$ cat config.mk
export PLATFORM = sky130hd
export DESIGN_NAME = adat_smux_deframer_flat
export DESIGN_NICKNAME = d
export VERILOG_FILES = /design/src/rtl/adat_smux_deframer_if.sv /design/src/rtl/adat_smux_deframer.sv /design/src/flat_wrapper.sv
export SDC_FILE = /design/constraint.sdc
export NUM_CORES = 1
export LEC_CHECK = 0
export ABC_AREA = 1
export CORE_MARGIN = 3
export CORE_UTILIZATION = 50
export CTS_CLUSTER_SIZE = 8
export DETAILED_ROUTE_END_ITERATION = 8
export PLACE_DENSITY = 0.82
export SYNTH_ARGS = -nofsm -noshare
export SYNTH_HDL_FRONTEND = slang
export SYNTH_SLANG_ARGS = --single-unit
$ cat constraint.sdc
create_clock -name clk_x4_i -period 3.9 [get_ports clk_x4_i]
set_clock_uncertainty 0.05 [all_clocks]
set_input_delay 0.78 -clock clk_x4_i [delete_from_list [all_inputs] [get_ports clk_x4_i]]
set_output_delay 0.78 -clock clk_x4_i [all_outputs]
set_load 0.05 [all_outputs]
$ cat src/rtl/adat_smux_deframer_if.sv
// Bundles the deframer's bit-stream inputs, RAM write port and frame status.
// The slave modport is the deframer; the master modport is whoever feeds the
// stream and consumes the RAM writes and status.
interface adat_smux_deframer_if #(
  parameter int CIRC_BUF_BITS = 3,
  parameter int ERR_CNT_BITS  = 16
);
  logic                       tick_ni;
  logic                       bit_i;
  logic                       bit_valid_i;
  logic                       sync_i;
  logic [1:0]                 smux_i;
  logic                       ram_write_en_o;
  logic [CIRC_BUF_BITS+7:0]   ram_write_addr_o;
  logic                       ram_write_data_o;
  logic [CIRC_BUF_BITS-1:0]   last_good_frame_idx_o;
  logic [1:0]                 frame_mode_o;
  logic                       frame_commit_o;
  logic [3:0]                 user_bits_o;
  logic [ERR_CNT_BITS-1:0]    err_count_o;
  logic                       has_sync_o;

  modport master (
    output tick_ni, bit_i, bit_valid_i, sync_i, smux_i,
    input  ram_write_en_o, ram_write_addr_o, ram_write_data_o,
           last_good_frame_idx_o, frame_mode_o, frame_commit_o,
           user_bits_o, err_count_o, has_sync_o
  );

  modport slave (
    input  tick_ni, bit_i, bit_valid_i, sync_i, smux_i,
    output ram_write_en_o, ram_write_addr_o, ram_write_data_o,
           last_good_frame_idx_o, frame_mode_o, frame_commit_o,
           user_bits_o, err_count_o, has_sync_o
  );
endinterface

$ cat src/rtl/adat_smux_deframer.sv
// ADAT frame deframer with S/MUX2/S/MUX4 slot remapping. Takes the bit stream
// from the NRZI phase-lock decoder, writes every payload bit into a circular
// frame buffer, commits whole frames, and tracks lock with hysteresis.
module adat_smux_deframer #(
  parameter int CIRC_BUF_BITS = 3,
  parameter int LOCK_FRAMES   = 2,
  parameter int UNLOCK_ERRORS = 4,
  parameter int ERR_CNT_BITS  = 16,
  parameter int SYNC_QUAL     = 3
) (
  input logic                 clk_x4_i,
  input logic                 reset_i,
  adat_smux_deframer_if.slave bus
);

  localparam int SyncW   = (SYNC_QUAL > 1) ? $clog2(SYNC_QUAL) : 1;
  localparam int LockW   = $clog2(LOCK_FRAMES + 1);
  localparam int UnlockW = $clog2(UNLOCK_ERRORS + 1);
  localparam logic [SyncW-1:0]   SyncLast  = SyncW'(SYNC_QUAL - 1);
  localparam logic [LockW-1:0]   LockMax   = LockW'(LOCK_FRAMES);
  localparam logic [UnlockW-1:0] UnlockMax = UnlockW'(UNLOCK_ERRORS);

  typedef enum logic [2:0] {
    StIdle,
    StWaitNrzi,
    StWaitSync,
    StUser,
    StSamples,
    StCommit,
    StError
  } state_t;

  state_t                   state;
  logic [SyncW-1:0]         sync_cnt;
  logic [CIRC_BUF_BITS-1:0] frame_idx;
  logic [1:0]               cur_mode;
  logic [3:0]               user_shift;
  logic [2:0]               user_pos;
  logic [2:0]               slot;
  logic [2:0]               pos;
  logic [4:0]               bit_idx;
  logic [LockW-1:0]         good_cnt;
  logic [LockW-1:0]         good_next;
  logic [UnlockW-1:0]       bad_cnt;
  logic [UnlockW-1:0]       bad_next;
  logic [1:0]               smux_norm;

  logic                     write_en;
  logic [CIRC_BUF_BITS+7:0] write_addr;
  logic                     write_data;
  logic [CIRC_BUF_BITS-1:0] last_idx;
  logic [1:0]               mode_out;
  logic                     commit;
  logic [3:0]               user_out;
  logic [ERR_CNT_BITS-1:0]  err_cnt;
  logic                     has_sync;

  assign bus.ram_write_en_o        = write_en;
  assign bus.ram_write_addr_o      = write_addr;
  assign bus.ram_write_data_o      = write_data;
  assign bus.last_good_frame_idx_o = last_idx;
  assign bus.frame_mode_o          = mode_out;
  assign bus.frame_commit_o        = commit;
  assign bus.user_bits_o           = user_out;
  assign bus.err_count_o           = err_cnt;
  assign bus.has_sync_o            = has_sync;

  // Slot remap: S/MUX spreads one channel's sub-samples over adjacent slots,
  // so the RAM address is rearranged to {sub-sample, channel}.
  function automatic logic [2:0] remap(input logic [2:0] s, input logic [1:0] m);
    case (m)
      2'b01:   remap = {s[0], s[2:1]};
      2'b10:   remap = {s[1:0], s[2]};
      default: remap = s;
    endcase
  endfunction

  // Saturating next values of the lock counters and the normalised mode.
  always_comb begin
    good_next = (good_cnt == LockMax) ? good_cnt : good_cnt + 1'b1;
    bad_next  = (bad_cnt == UnlockMax) ? bad_cnt : bad_cnt + 1'b1;
    smux_norm = (bus.smux_i == 2'b11) ? 2'b00 : bus.smux_i;
  end

  // Frame FSM, RAM write port, commit/status registers and lock tracking.
  always_ff @(posedge clk_x4_i) begin
    if (reset_i) begin
      state      <= StIdle;
      sync_cnt   <= '0;
      frame_idx  <= '0;
      cur_mode   <= 2'b00;
      user_shift <= 4'b0;
      user_pos   <= 3'd0;
      slot       <= 3'd0;
      pos        <= 3'd0;
      bit_idx    <= 5'd0;
      good_cnt   <= '0;
      bad_cnt    <= '0;
      write_en   <= 1'b0;
      write_addr <= '0;
      write_data <= 1'b0;
      last_idx   <= '0;
      mode_out   <= 2'b00;
      commit     <= 1'b0;
      user_out   <= 4'b0;
      err_cnt    <= '0;
      has_sync   <= 1'b0;
    end else begin
      write_en <= 1'b0;
      commit   <= 1'b0;
      if (!bus.tick_ni) begin
        if (state != StWaitSync) sync_cnt <= '0;
        case (state)
          StIdle: state <= StWaitNrzi;
          StWaitNrzi: begin
            if (bus.bit_valid_i) state <= StWaitSync;
          end
          StWaitSync: begin
            if (!bus.bit_valid_i) begin
              state    <= StWaitNrzi;
              sync_cnt <= '0;
            end else if (bus.sync_i) begin
              if (sync_cnt == SyncLast) begin
                sync_cnt <= '0;
                cur_mode <= smux_norm;
                user_pos <= 3'd0;
                state    <= StUser;
              end else begin
                sync_cnt <= sync_cnt + 1'b1;
              end
            end else begin
              sync_cnt <= '0;
            end
          end
          StUser: begin
            if (!bus.bit_valid_i || (user_pos == 3'd0 && !bus.bit_i)) begin
              state <= StError;
            end else begin
              if (user_pos != 3'd0) user_shift <= {bus.bit_i, user_shift[3:1]};
              if (user_pos == 3'd4) begin
                state   <= StSamples;
                slot    <= 3'd0;
                pos     <= 3'd0;
                bit_idx <= 5'd0;
              end else begin
                user_pos <= user_pos + 3'd1;
              end
            end
          end
          StSamples: begin
            if (!bus.bit_valid_i || (pos == 3'd0 && !bus.bit_i)) begin
              state <= StError;
            end else if (pos == 3'd0) begin
              pos <= 3'd1;
            end else begin
              write_en   <= 1'b1;
              write_data <= bus.bit_i;
              write_addr <= {frame_idx, remap(slot, cur_mode), bit_idx};
              pos        <= (pos == 3'd4) ? 3'd0 : pos + 3'd1;
              if (bit_idx == 5'd23) begin
                bit_idx <= 5'd0;
                if (slot == 3'd7) state <= StCommit;
                else slot <= slot + 3'd1;
              end else begin
                bit_idx <= bit_idx + 5'd1;
              end
            end
          end
          StCommit: begin
            last_idx  <= frame_idx;
            user_out  <= user_shift;
            mode_out  <= cur_mode;
            commit    <= 1'b1;
            frame_idx <= frame_idx + 1'b1;
            good_cnt  <= good_next;
            bad_cnt   <= '0;
            if (good_next == LockMax) has_sync <= 1'b1;
            state     <= StWaitSync;
          end
          StError: begin
            if (err_cnt != '1) err_cnt <= err_cnt + 1'b1;
            bad_cnt  <= bad_next;
            good_cnt <= '0;
            if (bad_next == UnlockMax) has_sync <= 1'b0;
            state    <= bus.bit_valid_i ? StWaitSync : StWaitNrzi;
          end
          default: state <= StIdle;
        endcase
        if (!bus.bit_valid_i) has_sync <= 1'b0;
      end
    end
  end

endmodule
$ cat src/flat_wrapper.sv
// flat-port wrapper written by rule: the top's interface ports become plain ports
module adat_smux_deframer_flat 
#(
  parameter int CIRC_BUF_BITS = 3,
  parameter int LOCK_FRAMES   = 2,
  parameter int UNLOCK_ERRORS = 4,
  parameter int ERR_CNT_BITS  = 16,
  parameter int SYNC_QUAL     = 3
)
  (clk_x4_i, reset_i, bus_tick_ni, bus_bit_i, bus_bit_valid_i, bus_sync_i, bus_smux_i, bus_ram_write_en_o, bus_ram_write_addr_o, bus_ram_write_data_o, bus_last_good_frame_idx_o, bus_frame_mode_o, bus_frame_commit_o, bus_user_bits_o, bus_err_count_o, bus_has_sync_o);
  adat_smux_deframer_if #(.CIRC_BUF_BITS(CIRC_BUF_BITS), .ERR_CNT_BITS(ERR_CNT_BITS)) bus_i ();
  input logic clk_x4_i;
  input logic reset_i;
  input wire logic [$bits(bus_i.tick_ni)-1:0] bus_tick_ni;
  input wire logic [$bits(bus_i.bit_i)-1:0] bus_bit_i;
  input wire logic [$bits(bus_i.bit_valid_i)-1:0] bus_bit_valid_i;
  input wire logic [$bits(bus_i.sync_i)-1:0] bus_sync_i;
  input wire logic [$bits(bus_i.smux_i)-1:0] bus_smux_i;
  output wire logic [$bits(bus_i.ram_write_en_o)-1:0] bus_ram_write_en_o;
  output wire logic [$bits(bus_i.ram_write_addr_o)-1:0] bus_ram_write_addr_o;
  output wire logic [$bits(bus_i.ram_write_data_o)-1:0] bus_ram_write_data_o;
  output wire logic [$bits(bus_i.last_good_frame_idx_o)-1:0] bus_last_good_frame_idx_o;
  output wire logic [$bits(bus_i.frame_mode_o)-1:0] bus_frame_mode_o;
  output wire logic [$bits(bus_i.frame_commit_o)-1:0] bus_frame_commit_o;
  output wire logic [$bits(bus_i.user_bits_o)-1:0] bus_user_bits_o;
  output wire logic [$bits(bus_i.err_count_o)-1:0] bus_err_count_o;
  output wire logic [$bits(bus_i.has_sync_o)-1:0] bus_has_sync_o;
  assign bus_i.tick_ni = bus_tick_ni;
  assign bus_i.bit_i = bus_bit_i;
  assign bus_i.bit_valid_i = bus_bit_valid_i;
  assign bus_i.sync_i = bus_sync_i;
  assign bus_i.smux_i = bus_smux_i;
  assign bus_ram_write_en_o = bus_i.ram_write_en_o;
  assign bus_ram_write_addr_o = bus_i.ram_write_addr_o;
  assign bus_ram_write_data_o = bus_i.ram_write_data_o;
  assign bus_last_good_frame_idx_o = bus_i.last_good_frame_idx_o;
  assign bus_frame_mode_o = bus_i.frame_mode_o;
  assign bus_frame_commit_o = bus_i.frame_commit_o;
  assign bus_user_bits_o = bus_i.user_bits_o;
  assign bus_err_count_o = bus_i.err_count_o;
  assign bus_has_sync_o = bus_i.has_sync_o;
  adat_smux_deframer #(.CIRC_BUF_BITS(CIRC_BUF_BITS), .LOCK_FRAMES(LOCK_FRAMES), .UNLOCK_ERRORS(UNLOCK_ERRORS), .ERR_CNT_BITS(ERR_CNT_BITS), .SYNC_QUAL(SYNC_QUAL)) u_core (.clk_x4_i(clk_x4_i), .reset_i(reset_i), .bus(bus_i));
endmodule
==> results of run 1 <==
[sequential cells by signal (all words and copies together) (netlist names), 4 cells and up]
| signal | flops |
|---|---|
| u_core.bit_idx | 5 |
| u_core.bus.err_count_o | 16 |
| u_core.user_shift | 4 |
| u_core.bus.ram_write_addr_o | 11 |
| u_core.bus.user_bits_o | 4 |
[stage by stage]
step | instances | cell area, um^2 | hold slack [ns]
3_3_place_gp | 686 | 4350 | 0.406
4_1_cts | 702 | 4590 | 0.427
5_1_grt | 702 | 4590 | 0.452
2_1_floorplan | 557 | 3850 | 0.390
3_5_place_dp | 686 | 4350 | 0.415
6_report | 702 | 4590 | 0.427
[power by group through the flow]
stage	Clock, W	Sequential [W]	Combinational, W
2_1_floorplan	0	0.000793	0.000106
3_3_place_gp	0	0.000792	0.000136
3_5_place_dp	0	0.000792	0.000139
4_1_cts	0.000739	0.000775	0.000140
5_1_grt	0.000768	0.000777	0.000158
6_report	0.000728	0.000775	0.000140
[layout by cell type, fill, tap and decap left out, types with 9 or more instances in the layout]
cell type and instances:
inv_2 9, nor2_1 86, a21oi_2 10, o21ai_0 34, ha_1 14, clkdlybuf4s50_1 47
nand3_1 28, nand2_1 133, inv_1 51, a21oi_1 35, dfxtp_1 73, clkbuf_8 9
[worst paths after layout]
path / from / endpoint / slack [ns] / cells past startpoint
worst max-delay path: bus_tick_ni / u_core.bad_cnt[0] / 1.32 / 7
worst min-delay path: u_core.sync_cnt[0] / u_core.sync_cnt[0] / 0.43 / 2
worst max register to register: u_core.state[0] / u_core.good_cnt[0] / 1.96 / 7
worst min register to register: u_core.sync_cnt[0] / u_core.sync_cnt[0] / 0.43 / 2
[worst min-delay path: cells and delay by family, from the launching register on]
kind / cells / cell delay, ns
and+or+nand+nor: 1 / 0.05
AOI/OAI and AO/OA: 1 / 0.05
DFF: 1 / 0.33
[layer usage]
layer | vias to the layer above | global-route usage | part of all wire
met2 | 68 | 0.374 | 0.50
li1 | 1875 | - | -
met5 | - | 0 | 0
met3 | 15 | 0.0465 | 0.037
met1 | 1658 | 0.253 | 0.45
met4 | 0 | 0.0734 | 0.017
[final cells by class]
| class | instances | area, um^2 | area share |
|---|---|---|---|
| clock buffers | 10 | 128 | 0.0278 |
| clock inverters | 6 | 115 | 0.0251 |
| inverters | 60 | 225 | 0.0490 |
| multi-input cells | 405 | 2050 | 0.447 |
| flip-flops and latches | 73 | 1460 | 0.318 |
| well taps | 99 | 124 | 0.0270 |
| repair buffers | 49 | 485 | 0.106 |
[kinds of logic after synthesis]
logic type	Yosys count	share of synthesized area
simple gates	283	0.321
compound gates	94	0.135
buf+inv	79	0.0865
flops	73	0.380
xor+xnor	14	0.0319
fa+ha+maj	14	0.0455
==> impl_metrics.csv, run 1 <==
group,metric,value,unit
cts,cts_max_path_buffers,2,
placement,port_buffers,47,
cts,post_cts_buffers,0,
pwr,ir_worst_vdd,0.192,mV
drt,drt-pass1-iter-count,4,
cts,cts_resized,0,
final_layout,final_layout_size_suffix_gt1_frac,0.0945,
pwr,p_leak,1.75,nW
pwr,cellInternalPower,0.00123,W
floorplan,pin_count,48,
drt,drc,0,
cts,cts_tree,"done",
pwr,cellPowerDensity,358,mW/mm^2
drt,via_per_inst,5.15,
timing,final-hold-violation-count,0,
pwr,power,0.00164,W
logic_synthesis,synth_flop_cell,"dfxtp_1",
cts,htreeDepth,3,
cts,root_buffer,"clkbuf_8",
floorplan,core_region_area,0.00737,mm^2
hold_path,min_path_type,"flop to flop",
logic_synthesis,yosysSeqAreaShare,0.380,
worst_setup_path,crit_path_frequent_cell,"inv_2",
timing,max_clock_freq,387,MHz
timing,maxSlewViolCount,0,
timing,relSlewSlack,0.336,
logic_synthesis,avgSynthCellArea,6.91,um^2
drt,drtIter0Drc,236,
logic_synthesis,synth.top_cell.area_share,0.380,
final_layout,antenna_cells,0,
final_layout,n_fill_cell,663,
logic_synthesis,yosys.area.top_type,"dfxtp_1",
cts,clk_pin_slew,0.08,ns
timing,setup_slack,1.32,ns
drt,wl,8.81,mm
cts,clk_latency,0.35,ns
timing,totalNegativeSetupSlack,0,ns
floorplan,fp.dieH,93.7,um
timing,worstMarginPinSlew,0.995,ns
worst_setup_path,end_kind,"flop",
flow_run,maxCapViolations,0,
cts,clock-sinks,73,
logic_synthesis,synth_top_cells_by_count,"nand2_1 (133), nor2_1 (86), dfxtp_1 (73)",
worst_setup_path,critPathLaunchType,"input pin",
logic_synthesis,yosysMostFrequentCell,"nand2_1",
drt,wl_per_cell,12.5,um
worst_setup_path,cp_slowest_stage_delay,0.77,ns
timing,grt_setup_unrepaired,"false",
timing,period_share,0.662,
grt,overflow,0,
final_layout,fin_nets,620,
logic_synthesis,synth-seq-cells,73,
floorplan,initial_core_util,0.522,
worst_setup_path,critPathTopFamily,"buffers and inverters",
floorplan,num_rows,31,
pwr,seq_power_share,0.471,
placement,place_ws,0.997,ns
logic_synthesis,synthArstFlopShare,0,
pwr,p_sw,0.000412,W
pwr,swShare,0.251,
final_layout,synthToLayoutAreaGrowth,19.3,%
drt,dr_total_vias,3616,
placement,place_hpwl,6.26,mm
logic_synthesis,synth_cells,557,
timing,period_needed,2.58,ns
cts,cts_buffers,9,
logic_synthesis,syn-cell-area,0.00385,mm^2
floorplan,die_w,93.7,um
grt,antenna_found_initial,0,
grt,grt_max_degree,39,
worst_setup_path,crit_fanout,19,
logic_synthesis,synth-edff-count,0,
logic_synthesis,synthTopCellsByArea,"dfxtp_1 (38%), nand2_1 (13%), nor2_1 (8.4%), inv_1 (5.0%), a21oi_1 (4.6%)",
logic_synthesis,yosysWarnings,0,
pwr,p_clk_frac,0.443,
cts,hold_buffers,0,
worst_setup_path,critPathKind,"input pin to flop",
logic_synthesis,syn-num-nets,579,
placement,place_congestion,0.869,
final_layout,fin_util,0.623,
worst_setup_path,crit_chain,"clkdlybuf4s50_1 -> inv_2 -> nand3_1 -> inv_2 -> nor2_1 -> nand2_1 -> a21oi_1",
floorplan,die-area,0.00878,mm^2
logic_synthesis,ys_types,34,
worst_setup_path,cp.required,4.12,ns
status,status,"finished clean",
worst_setup_path,arrival,2.80,ns
worst_setup_path,slowest_stage,"clkdlybuf4s50_1",
grt,grt_pass1_vias,3387,
worst_setup_path,crit_buf_inv,3,
pwr,combinationalPowerShare,0.085,
drt,detail-route-antenna-nets,0,
grt,grtUsageTotal,0.212,
grt,grt_pass1_wl,15.1,mm
timing,setup_viol,0,
Note: power is estimated with default switching activity, not from simulation.
==> inputs of run 2 (changes only) <==
==> constraint.sdc (replaced) <==
create_clock -name clk_x4_i -period 2.43 [get_ports clk_x4_i]
set_clock_uncertainty 0.05 [all_clocks]
set_input_delay 0.486 -clock clk_x4_i [delete_from_list [all_inputs] [get_ports clk_x4_i]]
set_output_delay 0.486 -clock clk_x4_i [all_outputs]
set_load 0.05 [all_outputs]
==> run 2 against run 1 <==
  * Die area unchanged
  * Clock power increased by 44%
  * Utilization increased by 0.65 points
  * Total power increased by 54%
  * Clock-buffer cell count unchanged
  * Register-to-register slack got worse by 1.5 ns
  * Non-clock buffer count increased by 8
  * Critical path type is now flop to primary output
  * Global-route usage decreased by 0.21 points
  * Combinational power increased by 69%
  * Worst hold slack got worse by 0.00088 ns
  * Wire length increased by 2.0%
  * Critical endpoint is now bus_err_count_o[9]
==> impl_metrics.csv, run 2 (synthesized netlist as in run 1, its figures left out) <==
group,metric,value,unit
status,status,"finished clean",
timing,setup_viol,0,
floorplan,pin_count,48,
final_layout,fin_nets,628,
cts,clock-sinks,73,
timing,worstMarginPinSlew,0.506,ns
pwr,p_leak,1.78,nW
final_layout,synthToLayoutAreaGrowth,20.6,%
floorplan,fp.dieH,93.7,um
pwr,p_sw,0.000637,W
pwr,cellPowerDensity,545,mW/mm^2
worst_setup_path,cp_slowest_stage_delay,0.86,ns
pwr,seq_power_share,0.492,
placement,place_hpwl,6.54,mm
timing,max_clock_freq,455,MHz
pwr,combinationalPowerShare,0.093,
timing,grt_setup_unrepaired,"false",
placement,place_congestion,0.901,
timing,final-hold-violation-count,0,
final_layout,layout_common_cells,"nand2_1 (133), nor2_1 (86), dfxtp_1 (73)",
timing,totalNegativeSetupSlack,0,ns
final_layout,largest_register_ffs,16,
drt,wl_per_cell,12.7,um
cts,root_buffer,"clkbuf_8",
floorplan,die-area,0.00878,mm^2
pwr,p_clk_frac,0.415,
drt,drc,0,
floorplan,num_rows,31,
cts,hold_buffers,0,
final_layout,antenna_cells,0,
worst_setup_path,worstRegToRegCells,10,
drt,detail-route-antenna-nets,0,
worst_setup_path,arrival,1.66,ns
hold_path,min_path_cells,2,
grt,grtUsageTotal,0.210,
cts,clk_latency,0.34,ns
worst_setup_path,end_kind,"primary output",
grt,overflow,0,
cts,cts_tree,"done",
timing,holdWs,0.426,ns
floorplan,die_w,93.7,um
placement,port_buffers,47,
worst_setup_path,crit_buf_inv,1,
grt,grt_pass1_wl,14.9,mm
pwr,ir_worst_vdd,0.284,mV
final_layout,layout_commonest_cell,"nand2_1",
worst_setup_path,r2r_setup_slack,0.48,ns
worst_setup_path,cp.required,1.89,ns
hold_path,min_path_type,"flop to flop",
worst_setup_path,crit_chain,"clkdlybuf4s50_1",
cts,post_cts_buffers,0,
drt,dr_total_vias,3675,
drt,via_per_inst,5.18,
cts,cts_buffers,9,
cts,cts_resized,0,
floorplan,initial_core_util,0.522,
timing,relSlewSlack,0.661,
hold_path,hold_start,"u_core.good_cnt[1]",
timing,maxSlewViolCount,0,
pwr,swShare,0.252,
grt,antenna_found_initial,0,
worst_setup_path,critPathKind,"flop to primary output",
timing,period_share,0.904,
grt,grt_pass1_vias,3437,
cts,clk_pin_slew,0.08,ns
drt,drt-pass1-iter-count,5,
timing,period_needed,2.20,ns
floorplan,core_region_area,0.00737,mm^2
worst_setup_path,critPathTopFamily,"buffers and inverters",
flow_run,maxCapViolations,0,
final_layout,fin_util,0.630,
hold_path,whs_endpoint,"u_core.good_cnt[1]",
worst_setup_path,critPathLaunch,"u_core.bus.err_count_o[9]",
worst_setup_path,r2r-start,"u_core.bus.err_count_o[0]",
worst_setup_path,critPathLaunchType,"flop",
worst_setup_path,timing.rr.end,"u_core.bus.err_count_o[6]",
grt,grt_max_degree,35,
cts,htreeDepth,3,
worst_setup_path,cp.depth,1,
final_layout,final_layout_size_suffix_gt1_frac,0.107,
drt,wl,8.99,mm
drt,drtIter0Drc,244,
worst_setup_path,slowest_stage,"clkdlybuf4s50_1",
worst_setup_path,crit_fanout,6,
cts,cts_max_path_buffers,2,
pwr,cellInternalPower,0.00189,W
==> run 2: through the flow <==
stage	cell area, um^2	cells	total power (W)	worst slack (ns)
2_1_floorplan	3850	557	0.00144	0.391
3_3_place_gp	4420	694	0.00150	0.273
3_5_place_dp	4420	694	0.00150	0.208
4_1_cts	4640	709	0.00253	0.229
5_1_grt	4640	709	0.00262	0.183
6_report	4640	709	0.00253	0.232
==> run 2: final cells by class <==
| type | count | area, um^2 |
|---|---|---|
| clock inverters | 5 | 80.1 |
| repair buffers | 57 | 558 |
| flip-flops and latches | 73 | 1460 |
| inverters | 60 | 225 |
| well taps | 99 | 124 |
| multi-input cells | 405 | 2050 |
| clock buffers | 10 | 138 |
| fillers | 662 | 2730 |
==> run 2: worst reg2reg max path: cells and delay by family (launching register included) <==
kind / cells / cell delay [ns]
buffers and inverters: 1 / 0.16
flip-flops: 1 / 0.45
AND/OR/NAND/NOR: 7 / 0.87
adder cells (fa/ha/maj): 1 / 0.24
AO/OA/AOI/OAI: 1 / 0.05
==> run 2: how the worst max path moves through the flow <==
| stage | end | slack (ns) |
|---|---|---|
| 6_report | bus_err_count_o[9] | 0.23 |
| 5_1_grt | bus_err_count_o[4] | 0.18 |
| 4_1_cts | bus_err_count_o[4] | 0.23 |
| 2_1_floorplan | u_core.bus.err_count_o[3] | 0.39 |
| 3_5_place_dp | u_core.bus.err_count_o[4] | 0.21 |
| 3_3_place_gp | u_core.bus.err_count_o[2] | 0.27 |
==> run 2: per-layer routing <==
layer | part of all wire | global-route usage | routed length, um
met1 | 0.46 | 0.253 | 4090
met2 | 0.48 | 0.368 | 4350
met3 | 0.039 | 0.0313 | 346
met4 | 0.022 | 0.0903 | 197
met5 | 0 | 0 | 0
==> run 2: power by group through the flow <==
stage | sequential [W] | combinational (W) | clock (W)
finish | 0.00124 | 0.000236 | 0.00105
global route | 0.00125 | 0.000264 | 0.00111
CTS | 0.00124 | 0.000234 | 0.00106
detailed placement | 0.00127 | 0.000232 | 0
global placement | 0.00127 | 0.000225 | 0
floorplan | 0.00127 | 0.000170 | 0
==> inputs of run 3 (changes only) <==
--- a/config.mk
+++ b/config.mk
@@ -8,9 +8,10 @@
 export ABC_AREA = 1
 export CORE_MARGIN = 3
 export CORE_UTILIZATION = 50
-export CTS_CLUSTER_SIZE = 8
+export CTS_CLUSTER_SIZE = 24
 export DETAILED_ROUTE_END_ITERATION = 8
 export PLACE_DENSITY = 0.82
+export RECOVER_POWER = 50
 export SYNTH_ARGS = -nofsm -noshare
 export SYNTH_HDL_FRONTEND = slang
 export SYNTH_SLANG_ARGS = --single-unit
==> run 3 against run 2 <==
  * Combinational power fell by 3%
  * Total power fell by 0.29%
  * Sequential share of layout area rose by 0.25 points
  * Non-clock buffer count did not move
  * Sequential power barely moved
  * Critical path type unchanged
  * Register-to-register slack got worse by 0.10 ns
  * Wire length rose by 0.46%
  * Maximum frequency rose by 0.20%
  * Worst hold slack barely moved
  * Worst setup slack improved by 0.0045 ns
==> impl_metrics.csv, run 3 (synthesized netlist as in run 1, its figures left out) <==
group,metric,value,unit
hold_path,whs_endpoint,"u_core.good_cnt[1]",
worst_setup_path,crit_fanout,6,
worst_setup_path,critPathKind,"flop to primary output",
pwr,seq_power_share,0.493,
worst_setup_path,critPathTopFamily,"buffers and inverters",
final_layout,fin_nets,628,
timing,period_share,0.903,
timing,worstMarginPinSlew,0.580,ns
drt,drtIter0Drc,243,
floorplan,num_rows,31,
flow_run,maxCapViolations,0,
grt,overflow,0,
floorplan,initial_core_util,0.522,
placement,place_ws,0.208,ns
placement,dp_cells,694,
drt,wl_per_cell,12.7,um
floorplan,die-area,0.00878,mm^2
placement,place_congestion,0.901,
final_layout,multi_input_area,0.00202,mm^2
worst_setup_path,critPathLaunchType,"flop",
cts,htreeDepth,3,
cts,clk_latency,0.34,ns
floorplan,core_region_area,0.00737,mm^2
timing,period_needed,2.19,ns
pwr,p_leak,1.78,nW
final_layout,layout_commonest_cell,"nand2_1",
timing,maxSlewViolCount,0,
pwr,combinationalPowerShare,0.091,
hold_path,hold_start,"u_core.good_cnt[1]",
floorplan,pin_count,48,
pwr,cellPowerDensity,548,mW/mm^2
final_layout,n_fill_cell,666,
drt,wl,9.03,mm
drt,via_per_inst,5.18,
grt,antenna_found_initial,0,
hold_path,min_path_cells,2,
worst_setup_path,crit_chain,"clkdlybuf4s50_1",
worst_setup_path,cp.required,1.89,ns
drt,drc,0,
worst_setup_path,r2r-start,"u_core.state[2]",
pwr,cellInternalPower,0.00189,W
timing,relSlewSlack,0.610,
worst_setup_path,r2r_setup_slack,0.38,ns
timing,max_clock_freq,456,MHz
worst_setup_path,crit_buf_inv,1,
placement,place_hpwl,6.54,mm
cts,cts_max_path_buffers,2,
worst_setup_path,cp_slowest_stage_delay,0.86,ns
final_layout,stdcell_count,709,
drt,detail-route-antenna-nets,0,
worst_setup_path,arrival,1.66,ns
cts,cts_resized,0,
timing,grt_setup_unrepaired,"false",
pwr,p_sw,0.000632,W
grt,grtUsageTotal,0.210,
floorplan,die_w,93.7,um
final_layout,fin_util,0.625,
status,status,"finished clean",
cts,cts_buffers,9,
placement,port_buffers,47,
final_layout,synthToLayoutAreaGrowth,19.6,%
worst_setup_path,end_kind,"primary output",
pwr,swShare,0.251,
cts,post_cts_buffers,0,
drt,drt-pass1-iter-count,4,
worst_setup_path,timing.rr.end,"u_core.bit_idx[3]",
worst_setup_path,slowest_stage,"clkdlybuf4s50_1",
timing,final-hold-violation-count,0,
final_layout,largest_register_ffs,16,
cts,clk_pin_slew,0.08,ns
final_layout,final_layout_size_suffix_gt1_frac,0.0869,
timing,setup_slack,0.237,ns
pwr,p_clk_frac,0.416,
floorplan,fp.dieH,93.7,um
pwr,ir_worst_vdd,0.283,mV
final_layout,antenna_cells,0,
cts,hold_buffers,0,
timing,setup_viol,0,
hold_path,min_path_type,"flop to flop",
worst_setup_path,worstRegToRegCells,7,
drt,dr_total_vias,3673,
grt,grt_max_degree,35,
grt,grt_pass1_vias,3437,
final_layout,regArea,0.00146,mm^2
cts,root_buffer,"clkbuf_8",
cts,cts_tree,"done",
timing,totalNegativeSetupSlack,0,ns
final_layout,layout_common_cells,"nand2_1 (134), nor2_1 (88), dfxtp_1 (73)",
worst_setup_path,cp.depth,1,
cts,clock-sinks,73,
grt,grt_pass1_wl,14.9,mm
[run 3: worst register-to-register path, stage by stage, from the launching register on]
cell     delay (ns)
dfxtp_1        0.56
nand3_1        0.44
nand2_1        0.23
nand2_1        0.11
nor2_4         0.17
nand2_1        0.15
o21ai_0        0.18
nor2_1         0.06
[run 3: how the worst max path moves through the flow]
stage / start / to
4_1_cts: u_core.bus.err_count_o[4] / bus_err_count_o[4]
3_5_place_dp: bus_tick_ni / u_core.bus.err_count_o[4]
6_report: u_core.bus.err_count_o[9] / bus_err_count_o[9]
2_1_floorplan: u_core.bus.err_count_o[0] / u_core.bus.err_count_o[3]
5_1_grt: u_core.state[2] / u_core.bus.ram_write_addr_o[2]
3_3_place_gp: bus_tick_ni / u_core.bus.err_count_o[2]
[run 3: power by group through the flow]
stage	clock, W	sequential [W]	combinational (W)
after global placement	0	0.00127	0.000225
final	0.00105	0.00124	0.000230
after global routing	0.00111	0.00125	0.000258
after detailed placement	0	0.00127	0.000232
after CTS	0.00106	0.00124	0.000234
after floorplan	0	0.00127	0.000170
[run 3: layout make-up]
type / instances / area share
well taps: 99 / 0.0269
clock inverters: 5 / 0.0174
clock buffers: 10 / 0.0299
repair buffers: 57 / 0.120
flip-flops and latches: 73 / 0.317
inverters: 60 / 0.0489
multi-input cells: 405 / 0.440
[run 3: through the flow]
step | power (W) | cell area (um^2) | hold WS, ns
global placement | 0.00150 | 4420 | 0.401
CTS | 0.00253 | 4640 | 0.427
global route | 0.00261 | 4600 | 0.451
detailed placement | 0.00150 | 4420 | 0.417
floorplan | 0.00144 | 3850 | 0.390
finish | 0.00252 | 4600 | 0.426
[run 3: routing by layer]
layer / wire (um) / up-vias / part of all wire / GRT usage
met3: 351 / 18 / 0.039 / 0.0313
met2: 4380 / 93 / 0.49 / 0.368
met1: 4090 / 1682 / 0.45 / 0.253
met4: 201 / 0 / 0.022 / 0.0903
li1: - / 1880 / - / -
met5: 0 / - / 0 / 0
